==> src/rtl/serial_frame_receiver_if.sv <==
// serial_frame_receiver_if: output word handshake of the serial frame receiver.
//   data_out : received word, first serial bit at bit 0
//   valid    : data_out holds an unconsumed word
//   ready    : consumer takes data_out when valid && ready
// Modports: master = receiver side (drives data_out/valid), slave = consumer side.
interface serial_frame_receiver_if #(
  parameter int unsigned DATA_W = 8
);
  logic [DATA_W-1:0] data_out;
  logic              valid;
  logic              ready;

  modport master (output data_out, output valid, input ready);
  modport slave  (input data_out, input valid, output ready);
endinterface

==> src/rtl/serial_frame_receiver.sv <==
// serial_frame_receiver: detects a start bit, shifts in DATA_W bits LSB-first (one per clock),
// checks the stop bit and offers the word through a one-word valid/ready output register.
// Optional feature macro: SERIAL_RX_PARITY_EN adds an even-parity bit after the data bits.
// Ports:
//   clk        : clock, rising edge
//   rst        : synchronous active-high reset
//   serI       : serial line, idle high
//   out        : serial_frame_receiver_if.master (data_out, valid, ready)
//   busy       : high whenever the receiver is not idle
//   frame_err  : one-cycle pulse, stop bit sampled as 0
//   parity_err : one-cycle pulse, parity mismatch (0 without SERIAL_RX_PARITY_EN)
//   overrun    : one-cycle pulse, completed word dropped because the output was full
module serial_frame_receiver #(
  parameter int unsigned DATA_W = 8,
  parameter int unsigned CNT_W  = $clog2(DATA_W)
) (
  input  logic                           clk,
  input  logic                           rst,
  input  logic                           serI,
  serial_frame_receiver_if.master        out,
  output logic                           busy,
  output logic                           frame_err,
  output logic                           parity_err,
  output logic                           overrun
);

  typedef enum logic [1:0] {StIdle, StData, StParity, StStop} state_e;

  localparam logic [CNT_W-1:0] LastBit = CNT_W'(DATA_W - 1);

  state_e            state_q, state_d;
  logic [CNT_W-1:0]  cnt_q, cnt_d;
  logic [DATA_W-1:0] sh_q, sh_d;
  logic [DATA_W-1:0] data_q, data_d;
  logic              valid_q, valid_d;
  logic              busy_q, busy_d;
  logic              frame_err_q, frame_err_d;
  logic              overrun_q, overrun_d;
  logic              complete;
  logic              mismatch;

`ifdef SERIAL_RX_PARITY_EN
  logic par_q, par_d;
  logic parity_err_q, parity_err_d;

  // Even parity: data bits plus parity bit must hold an even number of ones.
  assign mismatch   = ^{sh_q, par_q};
  assign parity_err = parity_err_q;
`else
  assign mismatch   = 1'b0;
  assign parity_err = 1'b0;
`endif

  always_comb begin
    state_d     = state_q;
    cnt_d       = cnt_q;
    sh_d        = sh_q;
    data_d      = data_q;
    valid_d     = valid_q;
    frame_err_d = 1'b0;
    overrun_d   = 1'b0;
    complete    = 1'b0;
`ifdef SERIAL_RX_PARITY_EN
    par_d        = par_q;
    parity_err_d = 1'b0;
`endif

    unique case (state_q)
      StIdle: begin
        if (!serI) begin
          cnt_d   = '0;
          state_d = StData;
        end
      end
      StData: begin
        sh_d = {serI, sh_q[DATA_W-1:1]};
        if (cnt_q == LastBit) begin
`ifdef SERIAL_RX_PARITY_EN
          state_d = StParity;
`else
          state_d = StStop;
`endif
        end else begin
          cnt_d = cnt_q + CNT_W'(1);
        end
      end
`ifdef SERIAL_RX_PARITY_EN
      StParity: begin
        par_d   = serI;
        state_d = StStop;
      end
`endif
      StStop: begin
        state_d     = StIdle;
        frame_err_d = !serI;
`ifdef SERIAL_RX_PARITY_EN
        parity_err_d = mismatch;
`endif
        complete    = serI && !mismatch;
      end
      default: state_d = StIdle;
    endcase

    // A consume in the completing cycle frees the register for the new word.
    if (complete) begin
      if (!valid_q || out.ready) begin
        data_d  = sh_q;
        valid_d = 1'b1;
      end else begin
        overrun_d = 1'b1;
      end
    end else if (valid_q && out.ready) begin
      valid_d = 1'b0;
    end

    busy_d = (state_d != StIdle);
  end

  always_ff @(posedge clk) begin
    if (rst) begin
      state_q     <= StIdle;
      cnt_q       <= '0;
      sh_q        <= '0;
      data_q      <= '0;
      valid_q     <= 1'b0;
      busy_q      <= 1'b0;
      frame_err_q <= 1'b0;
      overrun_q   <= 1'b0;
`ifdef SERIAL_RX_PARITY_EN
      par_q        <= 1'b0;
      parity_err_q <= 1'b0;
`endif
    end else begin
      state_q     <= state_d;
      cnt_q       <= cnt_d;
      sh_q        <= sh_d;
      data_q      <= data_d;
      valid_q     <= valid_d;
      busy_q      <= busy_d;
      frame_err_q <= frame_err_d;
      overrun_q   <= overrun_d;
`ifdef SERIAL_RX_PARITY_EN
      par_q        <= par_d;
      parity_err_q <= parity_err_d;
`endif
    end
  end

  assign out.data_out = data_q;
  assign out.valid    = valid_q;
  assign busy         = busy_q;
  assign frame_err    = frame_err_q;
  assign overrun      = overrun_q;

endmodule

==> src/flat_wrapper.sv <==
// flat-port wrapper written by rule: the top's interface ports become plain ports
module serial_frame_receiver_flat 
#(
  parameter int unsigned DATA_W = 8,
  parameter int unsigned CNT_W  = $clog2(DATA_W)
)
  (clk, rst, serI, busy, frame_err, parity_err, overrun, out_data_out, out_valid, out_ready);
  serial_frame_receiver_if #(.DATA_W(DATA_W)) out_i ();
  input  logic clk;
  input  logic rst;
  input  logic serI;
  output logic busy;
  output logic frame_err;
  output logic parity_err;
  output logic overrun;
  output wire logic [$bits(out_i.data_out)-1:0] out_data_out;
  output wire logic [$bits(out_i.valid)-1:0] out_valid;
  input wire logic [$bits(out_i.ready)-1:0] out_ready;
  assign out_data_out = out_i.data_out;
  assign out_valid = out_i.valid;
  assign out_i.ready = out_ready;
  serial_frame_receiver #(.DATA_W(DATA_W), .CNT_W(CNT_W)) u_core (.clk(clk), .rst(rst), .serI(serI), .out(out_i), .busy(busy), .frame_err(frame_err), .parity_err(parity_err), .overrun(overrun));
endmodule
==> config.mk <==
export PLATFORM = sky130hd
export DESIGN_NAME = serial_frame_receiver_flat
export DESIGN_NICKNAME = d
export VERILOG_FILES = /design/src/rtl/serial_frame_receiver_if.sv /design/src/rtl/serial_frame_receiver.sv /design/src/flat_wrapper.sv
export SDC_FILE = /design/constraint.sdc
export NUM_CORES = 1
export LEC_CHECK = 0
export CORE_ASPECT_RATIO = 1.1
export CORE_MARGIN = 2
export CORE_UTILIZATION = 45
export DETAILED_ROUTE_END_ITERATION = 12
export GPL_ROUTABILITY_DRIVEN = 0
export PLACE_DENSITY = 0.69
export SYNTH_ARGS = -nofsm -noshare
export SYNTH_HDL_FRONTEND = slang
export SYNTH_SLANG_ARGS = --single-unit
==> constraint.sdc <==
create_clock -name clk -period 1.3 [get_ports clk]
set_input_delay 0.26 -clock clk [delete_from_list [all_inputs] [get_ports clk]]
set_output_delay 0.26 -clock clk [all_outputs]
set_load 0.05 [all_outputs]
; ---- Word level (Yosys, flattened, before mapping)
; Cells that the tools add are included.
[word_totals]
regBits = 25
output_inout_bits = 13
[classes]
add_sub_neg = 1
n_eq_ne = 6
muxes = 11
bitwise = 2
n_reduce_logical = 13
[op_table]
columns = cell, n
row1 = 3-bit two-way mux, 2
row2 = "2-bit != test, second input constant", 3
row3 = 3-bit case mux with 2 select lines, 1
row4 = 2-bit nonzero test, 3
row5 = 1-bit two-way mux, 5
row6 = 2-bit two-way mux, 2
row7 = 2-bit case mux with 2 select lines, 1
row8 = 2-bit AND reduction, 2
row9 = 2-bit OR reduction, 2
row10 = "3-bit by 1-bit adder with 3-bit output, second input constant", 1
row11 = "3-bit equality test, second input constant", 1
row12 = 3-bit AND reduction, 1
row13 = "2-bit by 1-bit equality test with 1-bit output, second input constant", 1
row14 = "2-bit equality test, second input constant", 1
row15 = 1-bit zero test, 2
row16 = 2-bit zero test, 1
row17 = 1-bit inverter, 2
row18 = 1-bit logical AND, 1
row19 = 1-bit logical OR, 1

; ---- Longest topological paths before layout
; Gate-level depths: netlist (run 1).
[logic_depth]
ltp_word = 4
ltp_mapped = 5
mapped_depth_nobuf = 5

; ---- Worst setup path before layout (run 1)
; No wires, ideal clock.
[synth_timing]
path_kind = register to register
startpoint = reg u_core.valid_q (netlist: u_core.out.valid)
endpoint = reg u_core.data_q[0] (netlist: u_core.out.data_out[0])
setup_ps = 119
t_arrival_ps = 1147
path_slack_ps = 34
path_stages_with_launch = 5
synth_period_minus_slack_ps = 1266
cell_sequence = dfxtp_1 > nand2b_1 > nor2b_1 > buf_6 > mux2i_1
[synth_via]
elab_chain_len = 3
[synth_lines]
columns = element, line
row1 = from (decl), serial_frame_receiver.sv:35  ; logic valid_q, valid_d;
row2 = from (signal assigned), serial_frame_receiver.sv:138  ; valid_q <= valid_d;
row3 = 1-bit zero test, serial_frame_receiver.sv:106  ; if (!valid_q || out.ready) begin
row4 = 1-bit logical OR, serial_frame_receiver.sv:106
row5 = 2-bit AND reduction (no line), --
row6 = to (signal assigned), serial_frame_receiver.sv:137  ; data_q <= data_d;
row7 = to (decl), serial_frame_receiver.sv:34  ; logic [DATA_W-1:0] data_q, data_d;
; No other way between the ends.
; A chain may end at the register's enable or synchronous reset.

; ---- Worst setup path after layout (run 1)
[layout_timing]
startpoint = reg u_core.cnt_q[0]
endpoint = reg u_core.cnt_q[2]
[layout_via]
elab_chain_len = 3
word_cells_on_any_way = 6
cone_classes = add/sub: 1 / eq/ne: 2 / mux: 2 / reduce/logical: 1
[layout_lines]
columns = element, line
row1 = from (decl), serial_frame_receiver.sv:32  ; logic [CNT_W-1:0] cnt_q, cnt_d;
row2 = from (signal assigned), serial_frame_receiver.sv:135  ; cnt_q <= cnt_d;
row3 = 3-bit by 1-bit adder with 3-bit output or 3-bit equality test (tied branches), "serial_frame_receiver.sv:84, serial_frame_receiver.sv:77"
row4 = 3-bit two-way mux or 2-bit != test (tied branches), --
row5 = 3-bit case mux with 2 select lines or 3-bit AND reduction (tied branches), --
; Parallel ways exist; a longest one is shown, timed or not. The select of a mux whose other input is x is not followed.

==> results.tsv, run 1 <==
stage	metric	value	unit
final_layout	nFillCells	188	
sta	finClkSkew	0.00138	ns
die	die_h	53.3	um
final_layout	syn2layout_area_growth	35.6	%
pwr	power.density	912	nW/um2
setup_path	worstSetupPathType	flip-flop to flip-flop	
die	core_region_area	2040	um2
clock_tree	clk_pin_slew	0.13	ns
logic_synthesis	postSynth.asyncResetShare	0	
die	dieWidth	48.8	um
drt	drc	0	
placed_design	place_ws	-0.238	ns
logic_synthesis	yosysUniqueCellTypes	19	
sta	fin_setup_tns	0	ns
sta	drv_slew	0	
sta	hold_viol_final	0	
pwr	p_leak	0.000470	uW
setup_path	rrSetupSlack	0.08	ns
logic_synthesis	syn-num-nets	112	
global_route	grt_pass1_vias	708	
clock_tree	clock_path_buffers	2	
sta	finalSetupViolCount	0	
global_route	overflow	0	
drt	drt-initial-drc-count	10	
setup_path	cp-endpoint	u_core.cnt_q[2]	
final_layout	fin_area	1350	um2
run_status	status	completed	
setup_path	critPathSlowestCell	dfxtp_1	
setup_path	path_cells	ha_1 > ha_1 > a211oi_2 > o21ai_0	
worst_hold_path	worstHoldPathType	flip-flop to flip-flop	
setup_path	crit_fanout	3	
sta	setup_ws	0.0815	ns
pwr	p_int	948	uW
placed_design	place_area	1320	um2
pwr	peakVddDrop	0.801	mV
logic_synthesis	ys_seq_area_frac	0.503	
logic_synthesis	syn-cell-area	995	um2
final_layout	layout.nets	132	
logic_synthesis	synth_edf_count	0	
pwr	pwr-share-seq	0.640	
sta	rsz0062_at_grt	yes	
clock_tree	clockRootBuffer	clkbuf_4	
sta	fmax	821	MHz
setup_path	r2r-end	u_core.cnt_q[2]	
drt	finalWirelength	1.76	mm
drt	topRoutingLayerUsed	met4	
drt	via_per_inst	4.88	
global_route	grt_first_pass_wirelength	2.86	mm
die	dieArea	2600	um2
placed_design	place.port_buffers	15	
pwr	switching_share	0.229	
logic_synthesis	yosys_warnings	0	
global_route	grt_usage	0.146	
final_layout	antenna_cells	0	
setup_path	required	1.50	ns
setup_path	ff2ff_path_depth	4	
drt	drt-met1-wl	785	um
die	rows	17	
setup_path	cp-startpoint	u_core.cnt_q[0]	
clock_tree	clkSinkCount	25	
logic_synthesis	syn_area_per_cell	9.38	um2
worst_hold_path	hold_depth	2	
logic_synthesis	ys_ff_latch	25	
global_route	antenna_found_initial	0	
clock_tree	cts_tree	done	
pwr	power	1230	uW
drt	ant_nets	0	
setup_path	r2r-start	u_core.cnt_q[0]	
worst_hold_path	hp-start	u_core.sh_q[0]	
setup_path	startpoint_type	flip-flop	
die	start_util	0.487	
global_route	grt_max_degree	36	
drt	wire_per_inst	11.5	um
setup_path	slowest_delay	0.34	ns
clock_tree	numCtsBuffers	3	
job	cap_violations	0	
logic_synthesis	synth_flop_cell	dfxtp_1	
placed_design	dp_hpwl	1.24	mm
sta	min_period	1.22	ns
pwr	p_comb_frac	0.085	
sta	period_share	0.937	
logic_synthesis	synthCells	106	
drt	vias	747	
pwr	clkPwrFrac	0.275	
setup_path	arrival	1.42	ns
clock_tree	htree_levels	1	
setup_path	crit_top_cell	ha_1	
clock_tree	insertion_delay	0.31	ns
drt	route.met3.wl	48	um
drt	routed-wl-met2	877	um
clock_tree	cts.hold.buffers_added	0	
die	io_pins	17	
drt	drtPass1Iterations	4	
final_layout	drive_gt1_frac	0.200	
pwr	p_switching	282	uW
setup_path	worstSetupEndpointType	flip-flop	
## routing by layer
metal | GRT usage | vias up
li1 | - | 388
met1 | 0.156 | 344
met2 | 0.272 | 11
met3 | 0.0282 | 4
met4 | 0.0857 | 0
met5 | 0 | -
## stage by stage
stage | hold slack, ns | cells | utilization
6_report | 0.463 | 153 | 0.661
5_1_grt | 0.492 | 153 | 0.661
4_1_cts | 0.464 | 153 | 0.660
3_5_place_dp | 0.447 | 149 | 0.645
3_3_place_gp | 0.443 | 149 | 0.645
2_1_floorplan | 0.337 | 106 | -
## worst min path at each step
stage / endpoint / slack, ns
6_report: u_core.sh_q[0] / 0.46
5_1_grt: u_core.sh_q[0] / 0.49
4_1_cts: u_core.sh_q[0] / 0.46
3_5_place_dp: u_core.sh_q[0] / 0.45
3_3_place_gp: u_core.sh_q[0] / 0.44
2_1_floorplan: u_core.frame_err / 0.34
## synth_stat cells (all sizes together) (2+ instances only)
| cell type | instances | area, um2 |
|---|---|---|
| a211oi | 2 | 15.0 |
| a21oi | 10 | 50.1 |
| buf | 6 | 45.0 |
| dfxtp | 25 | 500 |
| ha | 2 | 25.0 |
| mux2i | 8 | 80.1 |
| nand2 | 17 | 63.8 |
| nand2b | 20 | 125 |
| nand4b | 2 | 17.5 |
| nor2b | 2 | 12.5 |
| nor3 | 5 | 25.0 |
| o21ai | 2 | 10.0 |
## cells in the final DEF, fill, tap and decap left out, drive strengths merged, types with 3 or more instances in the layout
cell	synthesis	routed
a21oi	10	10
buf	6	19
clkbuf	1	4
clkdlybuf4s50	0	3
dfxtp	25	25
mux2i	8	8
nand2	17	17
nand2b	20	20
nor3	5	5
## registers in the layout (all words and copies together), names as in the netlist
register             count
u_core.busy              1
u_core.state_q           2
u_core.overrun           1
u_core.sh_q              8
u_core.out.valid         1
u_core.frame_err         1
u_core.out.data_out      8
u_core.cnt_q             3
## worst max-delay path: cells and delay by family, from the launching register on
kind            cells  cell delay (ns)
compound gates      2             0.37
fa+ha+maj           2             0.40
flops               1             0.34
## repair_timing
item                       CTS  global route
setup endpoints to repair    3             6
resized for setup            1             1
pin swaps                    0             1
buffers inserted             0             0
## power by group through the flow
stage	Clock [uW]	Sequential (uW)	Combinational, uW
floorplan	0	809	60.5
global placement	0	804	102
detailed placement	0	804	104
CTS	345	788	106
global route	378	789	114
finish	338	787	105
## final cells by class
cell class / count / area [um2] / share of cell area
inverters: 1 / 3.75 / 0.00278
repair buffers: 22 / 335 / 0.249
flip-flops and latches: 25 / 502 / 0.372
well taps: 28 / 35.0 / 0.0260
multi-input cells: 73 / 447 / 0.331
clock buffers: 4 / 26.3 / 0.0195
## kinds of logic (layout without fill, tap and decap cells)
family | Yosys count | count (layout) | share of synthesized area
and+or+nand+nor | 48 | 48 | 0.259
DFF | 25 | 25 | 0.503
AOI/OAI and AO/OA | 14 | 14 | 0.0755
muxes | 8 | 8 | 0.0805
buffers and inverters | 8 | 27 | 0.0528
adders and majority gates | 2 | 2 | 0.0252
other | 1 | 1 | 0.00377
Note: power is estimated with default switching activity, not from simulation.
==> run 2, diff against run 1 <==
Settings changed: PLACE_DENSITY 0.69 to not set, PLACE_DENSITY_LB_ADDON set to 0.1.
==> run 2 against run 1 <==
Against the previous run: combinational power hardly changed; final cell count rose by 0.65%; core utilization stayed put; first-iteration DRC count is 40% lower; non-clock buffer count rose by 1; cell area unchanged; critical path depth stayed put; sequential share of layout area up 0.093 points; global-route usage rose by 1.1 points; wire length grew 5.2%; total power is 1.0% higher; die area unchanged.
==> results.tsv, run 2 (synthesis gave the netlist of run 1 again) <==
stage	metric	value	unit	change
setup_path	worstSetupPathType	flip-flop to flip-flop		
final_layout	antenna_cells	0		unchanged
die	dieArea	2600	um2	unchanged
clock_tree	cts_setup_buffers	0		unchanged
drt	via_per_inst	5.07		+3.9%
sta	fmax	828	MHz	+0.89%
final_layout	fin_area	1350	um2	unchanged
setup_path	startpoint_type	flip-flop		
setup_path	required	1.51	ns	about the same
sta	fin_hold_ws	0.476	ns	+0.0125 ns
clock_tree	clk_pin_slew	0.14	ns	about the same
drt	ant_nets	0		unchanged
die	io_pins	17		unchanged
global_route	antenna_found_initial	0		unchanged
setup_path	ff2ff_path_depth	4		unchanged
setup_path	path_cells	ha_1 > ha_2 > a211oi_2 > o21ai_0		
final_layout	layout_common_cells	23 x dfxtp_1, 20 x nand2b_1, 17 x nand2_1, 12 x buf_12, 10 x a21oi_1		
clock_tree	insertion_delay	0.32	ns	about the same
clock_tree	cts_tree	done		
global_route	grt_usage	0.157		+0.0107
setup_path	crit_buf_inv	0		unchanged
global_route	grt_pass1_vias	729		+3.0%
pwr	power	1240	uW	+1.0%
global_route	overflow	0		unchanged
clock_tree	clockRootBuffer	clkbuf_4		
pwr	p_leak	0.000470	uW	about the same
drt	drc	0		unchanged
placed_design	placed_cells	150		+0.67%
job	cap_violations	0		unchanged
sta	finClkSkew	0.00228	ns	+0.000892 ns
drt	wire_per_inst	12.0	um	+4.5%
drt	vias	781		+4.6%
clock_tree	clkSinkCount	25		unchanged
die	die_h	53.3	um	unchanged
final_layout	drive_gt1_frac	0.238		+0.0381
global_route	grt_max_degree	23		-36%
final_layout	syn2layout_area_growth	35.6	%	unchanged
pwr	peakVddDrop	0.538	mV	-33%
setup_path	crit_fanout	3		unchanged
placed_design	dp_hpwl	1.33	mm	+7.0%
clock_tree	clock_path_buffers	2		unchanged
placed_design	place_area	1310	um2	-0.38%
setup_path	crit_cells	4		unchanged
die	rows	17		unchanged
global_route	grt_first_pass_wirelength	3.12	mm	+9.2%
setup_path	cpLargestDelayFamily	adder cells		
placed_design	place.port_buffers	15		unchanged
run_status	status	completed		
sta	hold_viol_final	0		unchanged
worst_hold_path	hold_depth	2		unchanged
sta	period_share	0.929		-0.00822
pwr	power.density	921	nW/um2	+1.0%
drt	finalWirelength	1.85	mm	+5.2%
final_layout	layout.nets	133		+0.76%
die	start_util	0.487		unchanged
setup_path	worstSetupEndpointType	flip-flop		
sta	finalSetupViolCount	0		unchanged
die	dieWidth	48.8	um	unchanged
setup_path	rrSetupSlack	0.09	ns	about the same
sta	rsz0062_at_grt	no		
worst_hold_path	worstHoldPathType	flip-flop to flip-flop		
die	core_region_area	2040	um2	unchanged
drt	drt-initial-drc-count	6		-4
drt	drtPass1Iterations	4		unchanged
setup_path	critPathSlowestCell	dfxtp_1		
sta	min_period	1.21	ns	-0.0107 ns
clock_tree	htree_levels	1		unchanged
clock_tree	numCtsBuffers	3		unchanged
setup_path	arrival	1.42	ns	about the same
sta	drv_slew	0		unchanged
final_layout	final_common_cell	dfxtp_1		
setup_path	slowest_delay	0.34	ns	about the same
final_layout	stdcell_count	154		+0.65%
run 2: changes by cell type in the layout (fill, tap and decap cells not counted), sizes merged:
cell and change:
buf +1, clkbuf -1, clkinv +1
run 2: worst paths after layout:
kind,from,endpoint
min reg2reg,u_core.sh_q[0],u_core.sh_q[0]
min,u_core.sh_q[0],u_core.sh_q[0]
max reg2reg,u_core.cnt_q[0],u_core.cnt_q[1]
max,u_core.cnt_q[0],u_core.cnt_q[1]
run 2: timing repair:
item                       CTS  global route
resized for setup            1             4
pin swaps                    0             1
hold buffers                 0             0
setup endpoints to repair    3            11
run 2: final cells by class:
cell class | instances | area (um2)
clock buffers | 3 | 22.5
clock inverters | 1 | 5.00
fillers | 178 | 693
inverters | 1 | 3.75
multi-input cells | 73 | 449
flip-flops and latches | 25 | 503
well taps | 28 | 35.0
repair buffers | 23 | 330
run 2: through the flow:
stage | setup TNS (ns) | utilization | setup slack [ns]
finish | 0 | 0.661 | 0.0922
global placement | -1.46 | 0.642 | -0.153
CTS | 0 | 0.658 | 0.0174
floorplan | 0 | - | 0.0337
global route | 0 | 0.661 | 0.00196
detailed placement | -1.90 | 0.642 | -0.207
run 2: report_power, final:
group | internal (uW) | leakage, uW | switching, uW | total (uW)
Clock | 115 | 0.0000177 | 236 | 351
Sequential | 778 | 0.000203 | 10.1 | 788
Combinational | 48.6 | 0.000250 | 54.9 | 103
Total | 942 | 0.000470 | 301 | 1240
run 2: worst min-delay path, delay by kind of cell, from the launching register on:
kind,cells,cell delay (ns)
AOI/OAI and AO/OA,1,0.06
DFF,1,0.33
and+or+nand+nor,1,0.05
run 2: layer usage:
metal,vias up,GRT usage,wire [um]
met3,5,0.0254,46
li1,389,-,-
met1,375,0.193,829
met4,0,0.0714,34
met5,-,0,0
met2,12,0.272,936
==> run 3, diff against run 2 <==
Settings changed: PLACE_DENSITY set to 0.81, PLACE_DENSITY_LB_ADDON 0.1 to not set, RECOVER_POWER set to 25.
==> run 3 against run 2 <==
Against the previous run: non-clock buffer count is 1 lower; die area did not move; setup slack worse by 0.038 ns; combinational power hardly changed; worst hold slack got worse by 0.0072 ns; clock power shrank 5%; maximum frequency shrank 3.1%; cell area shrank 3.1%; count of clock-buffer cells in the layout up 1; via count fell by 3.8%; sequential share of layout area rose by 0.99 points; critical path type unchanged; critical endpoint is now u_core.cnt_q[0]; largest cell class unchanged; highest routed layer unchanged.
==> results.tsv, run 3 (synthesis gave the netlist of run 1 again) <==
stage	metric	value	unit	change
final_layout	drive_gt1_frac	0.200		-0.0381
setup_path	crit_fanout	4		+1
setup_path	worstSetupPathType	flip-flop to flip-flop		
die	core_region_area	2040	um2	unchanged
clock_tree	clkSinkCount	25		unchanged
setup_path	rrSetupSlack	0.05	ns	-0.04 ns
placed_design	place.port_buffers	15		unchanged
setup_path	required	1.54	ns	+0.03 ns
setup_path	critPathSlowestCell	dfxtp_1		
drt	drt-initial-drc-count	11		+5
drt	wire_per_inst	10.6	um	-11%
sta	rsz0062_at_grt	no		
clock_tree	clockRootBuffer	clkbuf_4		
die	io_pins	17		unchanged
pwr	p_switching	279	uW	-7.2%
setup_path	slowest_delay	0.34	ns	about the same
sta	drv_slew	0		unchanged
setup_path	crit_top_cell	ha_1		
sta	finClkSkew	0.00395	ns	+0.00168 ns
placed_design	dp_hpwl	1.20	mm	-9.9%
final_layout	antenna_cells	0		unchanged
drt	finalWirelength	1.63	mm	-12%
worst_hold_path	hp-start	u_core.sh_q[0]		
sta	finalSetupViolCount	0		unchanged
setup_path	r2r-end	u_core.cnt_q[0]		
pwr	p_leak	0.000459	uW	-2.5%
final_layout	final_common_cell	dfxtp_1		
setup_path	crit_buf_inv	1		+1
run_status	status	completed		
pwr	p_int	942	uW	about the same
sta	fin_setup_tns	0	ns	unchanged
sta	fmax	802	MHz	-3.1%
pwr	p_comb_frac	0.082		about the same
clock_tree	clock_path_buffers	2		unchanged
pwr	clkPwrFrac	0.273		-0.009
clock_tree	numCtsBuffers	3		unchanged
setup_path	path_cells	ha_1 > ha_1 > inv_1 > a21oi_1 > a211oi_2		
sta	min_period	1.25	ns	+0.0383 ns
global_route	overflow	0		unchanged
pwr	switching_share	0.229		-0.0132
global_route	grt_max_degree	36		+57%
pwr	power.density	933	nW/um2	+1.3%
placed_design	place_ws	-0.174	ns	+0.0326 ns
sta	hold_viol_final	0		unchanged
final_layout	layout.nets	132		-0.75%
die	die_h	53.3	um	unchanged
drt	drc	0		unchanged
setup_path	cpLargestDelayFamily	adder cells		
clock_tree	htree_levels	1		unchanged
setup_path	r2r-start	u_core.cnt_q[0]		
pwr	pwr-share-seq	0.644		+0.010
global_route	grt_usage	0.140		-0.0166
global_route	antenna_found_initial	0		unchanged
setup_path	arrival	1.48	ns	+0.06 ns
global_route	grt_pass1_vias	692		-5.1%
worst_hold_path	hold_depth	2		unchanged
die	dieArea	2600	um2	unchanged
drt	via_per_inst	4.91		-3.2%
clock_tree	clk_pin_slew	0.13	ns	about the same
die	rows	17		unchanged
job	cap_violations	0		unchanged
clock_tree	insertion_delay	0.31	ns	about the same
final_layout	layout_common_cells	25 x dfxtp_1, 20 x nand2b_1, 17 x nand2_1, 10 x a21oi_1, 10 x buf_12		
drt	drtPass1Iterations	6		+2
pwr	peakVddDrop	0.705	mV	+31%
global_route	grt_first_pass_wirelength	2.77	mm	-11%
sta	period_share	0.959		+0.0295
sta	setup_ws	0.0539	ns	-0.0383 ns
die	start_util	0.487		unchanged
setup_path	startpoint_type	flip-flop		
drt	ant_nets	0		unchanged
setup_path	worstSetupEndpointType	flip-flop		
die	dieWidth	48.8	um	unchanged
worst_hold_path	hold_path_end	u_core.sh_q[0]		
worst_hold_path	worstHoldPathType	flip-flop to flip-flop		
drt	vias	751		-3.8%
final_layout	syn2layout_area_growth	31.4	%	
clock_tree	cts_tree	done		
setup_path	ff2ff_path_depth	5		+1
run 3: cell types whose count changed in the layout (fill, tap and decap cells not counted), sizes merged:
cell,delta
buf,-6
clkbuf,+6
clkdlybuf4s50,-1
clkinv,-1
dlygate4sd3,+1
run 3: worst max path at each step:
stage                          start  slack [ns]                     end  depth (start not counted)
finish               u_core.cnt_q[0]        0.05         u_core.cnt_q[0]                          5
global route         u_core.cnt_q[0]       0.002         u_core.cnt_q[0]                          5
CTS                  u_core.cnt_q[0]       0.001         u_core.cnt_q[0]                          5
detailed placement              serI       -0.17         u_core.cnt_q[1]                          4
global placement                serI       -0.15         u_core.cnt_q[1]                          4
floorplan           u_core.out.valid        0.03  u_core.out.data_out[0]                          4
run 3: routing by layer:
metal	track usage	vias up	wire length, um
li1	-	385	-
met1	0.141	350	697
met2	0.283	12	861
met3	0.0282	4	45
met4	0.0571	0	23
met5	0	-	0
run 3: cell type report:
type | count | area, um2
fillers | 174 | 734
repair buffers | 22 | 290
well taps | 28 | 35.0
multi-input cells | 73 | 452
clock buffers | 4 | 26.3
inverters | 1 | 3.75
flip-flops and latches | 25 | 500
run 3: what timing repair did:
| action | CTS | global route |
|---|---|---|
| hold endpoints to repair | 0 | 0 |
| pin swaps | 0 | 2 |
| cloned | 0 | 0 |
| setup buffers | 0 | 0 |
| hold buffers | 0 | 0 |
| endpoints found under the setup margin | 3 | 3 |
| gates resized for setup | 1 | 3 |
run 3: per-stage QoR:
stage	utilization	power, uW	instances	instance area (um2)	hold slack (ns)
finish	0.640	1220	153	1310	0.469
global route	0.640	1270	153	1310	0.496
CTS	0.660	1230	153	1350	0.469
detailed placement	0.645	909	149	1320	0.451
global placement	0.645	904	149	1320	0.449
floorplan	-	870	106	995	0.337
run 3: worst min-delay path: stages (launching register included):
cell and delay [ns]:
dfxtp_1 0.33, nand2_1 0.05, a21oi_1 0.05
run 3: power by group through the flow:
stage                     Sequential (uW)  Clock [uW]  Combinational [uW]
final                                 786         334                 101
after global placement                803           0                 101
after floorplan                       809           0                60.5
after CTS                             787         340                 106
after global routing                  788         371                 109
after detailed placement              804           0                 105
==> edit 1, RTL diff (config.mk and constraints of run 1) <==
The 4 states of `state_e` get a one-hot encoding in 4 bits.
--- a/src/rtl/serial_frame_receiver.sv
+++ b/src/rtl/serial_frame_receiver.sv
@@ -25,5 +25,5 @@
 );
 
-  typedef enum logic [1:0] {StIdle, StData, StParity, StStop} state_e;
+  typedef enum logic [3:0] {StIdle = 4'b0001, StData = 4'b0010, StParity = 4'b0100, StStop = 4'b1000} state_e;
 
   localparam logic [CNT_W-1:0] LastBit = CNT_W'(DATA_W - 1);
Behaviour: same outputs for any inputs over 10 cycles, from zero or initial values and one cycle with rst high; not proved beyond that.
==> edit 1 against run 1 <==
  * The run now ends with setup timing left
  * Critical endpoint is now u_core.out.data_out[3]
  * Sequential cell count grew 2
  * Die area rose by 5.8%
  * Final area is 24% higher
  * Wire length up 62%
  * First-iteration DRC count increased to 2.7 times the old value
  * Power grew 6.6%
  * Area after synthesis up 6.3%
  * Critical path type unchanged
  * Setup slack worse by 0.22 ns
==> edit 1: results (changes against run 1) <==
stage	metric	value	unit	change
sta	Fin Setup TNS	-1.53	ns	-1.53 ns
min_path	WHS Endpoint	u_core.cnt_q[1]		
route	Via density	5.72		+17%
clocking	cts repair resizes	25		+24
sta	setup ws final	-0.138	ns	-0.220 ns
placement	Post-DP HPWL	1.73	mm	+39%
power_and_ir_drop	Clk network pwr share	0.271		-0.004
synth	most frequent cells after synthesis	27 x dfxtp_1, 19 x nand2_1, 17 x a21oi_1, 8 x nand4_1, 8 x o31ai_1		
power_and_ir_drop	Psw	0.314	mW	+11%
floorplan	DIE AREA	2750	µm²	+5.8%
critical_path	critical path's largest stage delay	0.60	ns	+0.26 ns
placement	placed inst area	1430	µm²	+8.7%
layout	nets	155		+17%
layout	share of cells above drive strength 1	0.453		+0.253
global_route	pin count of the biggest net entering global routing	21		-42%
critical_path	worst reg2reg path endpoint	u_core.out.data_out[3]		
critical_path	WP data arrival	1.65	ns	+0.23 ns
layout	antenna diode count	0		unchanged
route	wl on met1	1.15	mm	+46%
power_and_ir_drop	leakage	0.590	nW	+26%
critical_path	Crit path max-delay family	simple AND/OR/NAND/NOR gates		
route	Avg WL per Cell	16.0	µm	+39%
route	drt first pass iters	6		+2
sta	final setup violation count	21		+21
global_route	vias in the first global route	976		+38%
synth	Syn Area/Cell	9.04	µm²	-3.7%
placement	setup slack at placement	-0.235	ns	+0.00325 ns
route	Detailed Route Iter0 Violations	27		+17
clocking	postcts setup bufs	2		+2
sta	Hold Slack	0.488	ns	+0.0246 ns
critical_path	Worst R2R Start	u_core.state_q[1]		
global_route	first-pass GRT wire length	4.44	mm	+55%
synth	Distinct cells, synth	27		+8
clocking	Clock Pin Slew Worst Setup and Hold Paths	0.14	ns	
critical_path	slowest CP cell	or4b_4		
power_and_ir_drop	Pwr Density	782	nW/µm²	-14%
run_status	status	finished, violations left		
run_status	failing checks	setup timing		
route	via count	1018		+36%
layout	fillers	129		-31%
power_and_ir_drop	Logic pwr share	0.087		+0.002
synth	post-synthesis sequential area ratio	0.511		+0.00810
synth	dominant cells by area after synthesis	dfxtp_1 51%, a21oi_1 8.0%, nand2_1 6.7%		
-- edit 1: cells by family after synthesis --
group | count (synthesis) | share of synthesized area
adder cells (fa/ha/maj) | 2 | 0.0237
AND/OR/NAND/NOR | 45 | 0.230
multiplexers | 2 | 0.0189
flip-flops | 27 | 0.511
buffers and inverters | 12 | 0.0544
other | 1 | 0.00355
AO/OA/AOI/OAI | 28 | 0.159
-- edit 1: final cells by class --
class,instances,area (µm²),share of cell area
Multi-Input combinational cell,80,623,0.372
Sequential cell,27,547,0.326
Timing Repair Buffer,34,430,0.257
Tap cell,30,37.5,0.0224
Clock buffer,3,22.5,0.0134
Inverter,3,11.3,0.00672
Clock inverter,1,5.00,0.00299
-- edit 1: tightest hold or removal path, stage by stage (launching register included) --
cell,delay [ns]
dfxtp_1,0.35
nand2_1,0.06
mux2i_1,0.05
-- edit 1: per-layer routing --
layer / up-vias / track usage
met5: - / 0
met4: 0 / 0.106
met3: 4 / 0.0355
met2: 34 / 0.410
met1: 502 / 0.242
li1: 478 / -
==> edit 2, RTL diff (config.mk and constraints of run 1) <==
Without the edit above. `DATA_W` is set to 8 in 3 places; all go to 4.
--- a/src/rtl/serial_frame_receiver_if.sv
+++ b/src/rtl/serial_frame_receiver_if.sv
@@ -5,5 +5,5 @@
 // Modports: master = receiver side (drives data_out/valid), slave = consumer side.
 interface serial_frame_receiver_if #(
-  parameter int unsigned DATA_W = 8
+  parameter int unsigned DATA_W = 4
 );
   logic [DATA_W-1:0] data_out;
--- a/src/rtl/serial_frame_receiver.sv
+++ b/src/rtl/serial_frame_receiver.sv
@@ -12,5 +12,5 @@
 //   overrun    : one-cycle pulse, completed word dropped because the output was full
 module serial_frame_receiver #(
-  parameter int unsigned DATA_W = 8,
+  parameter int unsigned DATA_W = 4,
   parameter int unsigned CNT_W  = $clog2(DATA_W)
 ) (
--- a/src/flat_wrapper.sv
+++ b/src/flat_wrapper.sv
@@ -2,5 +2,5 @@
 module serial_frame_receiver_flat 
 #(
-  parameter int unsigned DATA_W = 8,
+  parameter int unsigned DATA_W = 4,
   parameter int unsigned CNT_W  = $clog2(DATA_W)
 )
Interface: changed (resized out_data_out); port bits go from 17 to 13. The function was not compared with the original's and may differ.
==> edit 2 against run 1 <==
  * Via count decreased by 38%
  * Setup slack improved by 0.060 ns
  * Core utilization increased by 0.70 points
  * Area after synthesis decreased by 34%
  * Power decreased by 25%
  * Clock skew decreased by 0.00050 ns
  * Wire length decreased by 38%
  * Global-route usage increased by 1.0 points
  * Maximum frequency increased by 5.1%
  * Sequential cell count decreased by 9
  * Final area decreased by 32%
  * Clock power decreased by 6%
  * Critical path depth increased by 1
  * Critical path type is now input pin to register
  * Largest cell class unchanged
  * Largest power group unchanged
  * Highest routed layer unchanged
==> edit 2: results (changes against run 1) <==
stage	metric	value	unit	change
route	Detailed Route Iter0 Violations	1		-9
sta	Hold Slack	0.504	ns	+0.0404 ns
critical_path	Crit path max-delay family	buffers and inverters		
critical_path	Critical Path Start	serI		
synth	Cells after Synth	65		-39%
sta	Worst Skew	0.000883	ns	-0.000502 ns
power_and_ir_drop	leakage	0.344	nW	-27%
critical_path	R2R setup slack	0.15	ns	+0.07 ns
route	via count	463		-38%
placement	Post-DP HPWL	801	µm	-35%
layout	Finished Layout Cells	94		-39%
placement	placed inst area	868	µm²	-34%
synth	post-synthesis sequential area ratio	0.487		-0.0165
global_route	GRT Total Usage	0.157		+0.0104
min_path	WHS Endpoint	u_core.out.data_out[0]		
layout	share of cells above drive strength 1	0.282		+0.0821
critical_path	slowest CP cell	clkdlybuf4s50_1		
power_and_ir_drop	Worst VDD drop	0.000762	V	-4.9%
min_path	hold path startpoint	u_core.sh_q[0]		
global_route	vias in the first global route	438		-38%
critical_path	crit-path max FO	4		+1
run_status	status	finished clean		
synth	compound-gate portion of the synthesized area	0.0494		-0.0260
critical_path	critical path's largest stage delay	0.55	ns	+0.21 ns
route	drt first pass iters	2		-2
power_and_ir_drop	register share of total power	0.558		-0.082
placement	setup slack at placement	-0.177	ns	+0.0611 ns
synth	most frequent cells after synthesis	16 x dfxtp_1, 9 x nand2b_1, 8 x mux2i_1, 5 x nor2_1, 4 x nor3_1		
global_route	pin count of the biggest net entering global routing	21		-42%
synth	dominant cells by area after synthesis	dfxtp_1 49%, mux2i_1 12%, nand2b_1 8.6%		
critical_path	worst reg2reg path endpoint	u_core.cnt_q[0]		
clocking	Clock Pin Slew Worst Setup and Hold Paths	0.09	ns	-0.04 ns
placement	placed cells	90		-40%
synth	Synth Area in Adders	0.0190		-0.00615
clocking	clk_lat worst skew	0.28	ns	-0.03 ns
power_and_ir_drop	Clk network pwr share	0.346		+0.071
synth	Mapped Nets	70		-38%
critical_path	WP data arrival	1.37	ns	-0.05 ns
critical_path	Critical path destination	u_core.out.data_out[0]		
edit 2: cell types whose count changed after synthesis, moves of 2 or more:
| cell | delta |
|---|---|
| a211oi_1 | -2 |
| a21oi_1 | -8 |
| a31oi_1 | +2 |
| buf_2 | -2 |
| buf_4 | +2 |
| dfxtp_1 | -9 |
| nand2_1 | -16 |
| nand2b_1 | -11 |
| nand4b_1 | -2 |
| nor2_1 | +5 |
edit 2: final cells by class:
class	count	share of cell area
Sequential cell	16	0.353
Multi-Input combinational cell	43	0.331
Timing Repair Buffer	15	0.255
Clock buffer	4	0.0398
Tap cell	16	0.0219
edit 2: metal layers:
metal | part of all wire | wire [µm] | vias to the layer above | track usage
met4 | 0.011 | 12 | 0 | 0.100
met5 | 0 | 0 | - | 0
met3 | 0.037 | 40 | 2 | 0.0302
met2 | 0.49 | 536 | 10 | 0.229
met1 | 0.46 | 497 | 208 | 0.206
li1 | - | - | 243 | -
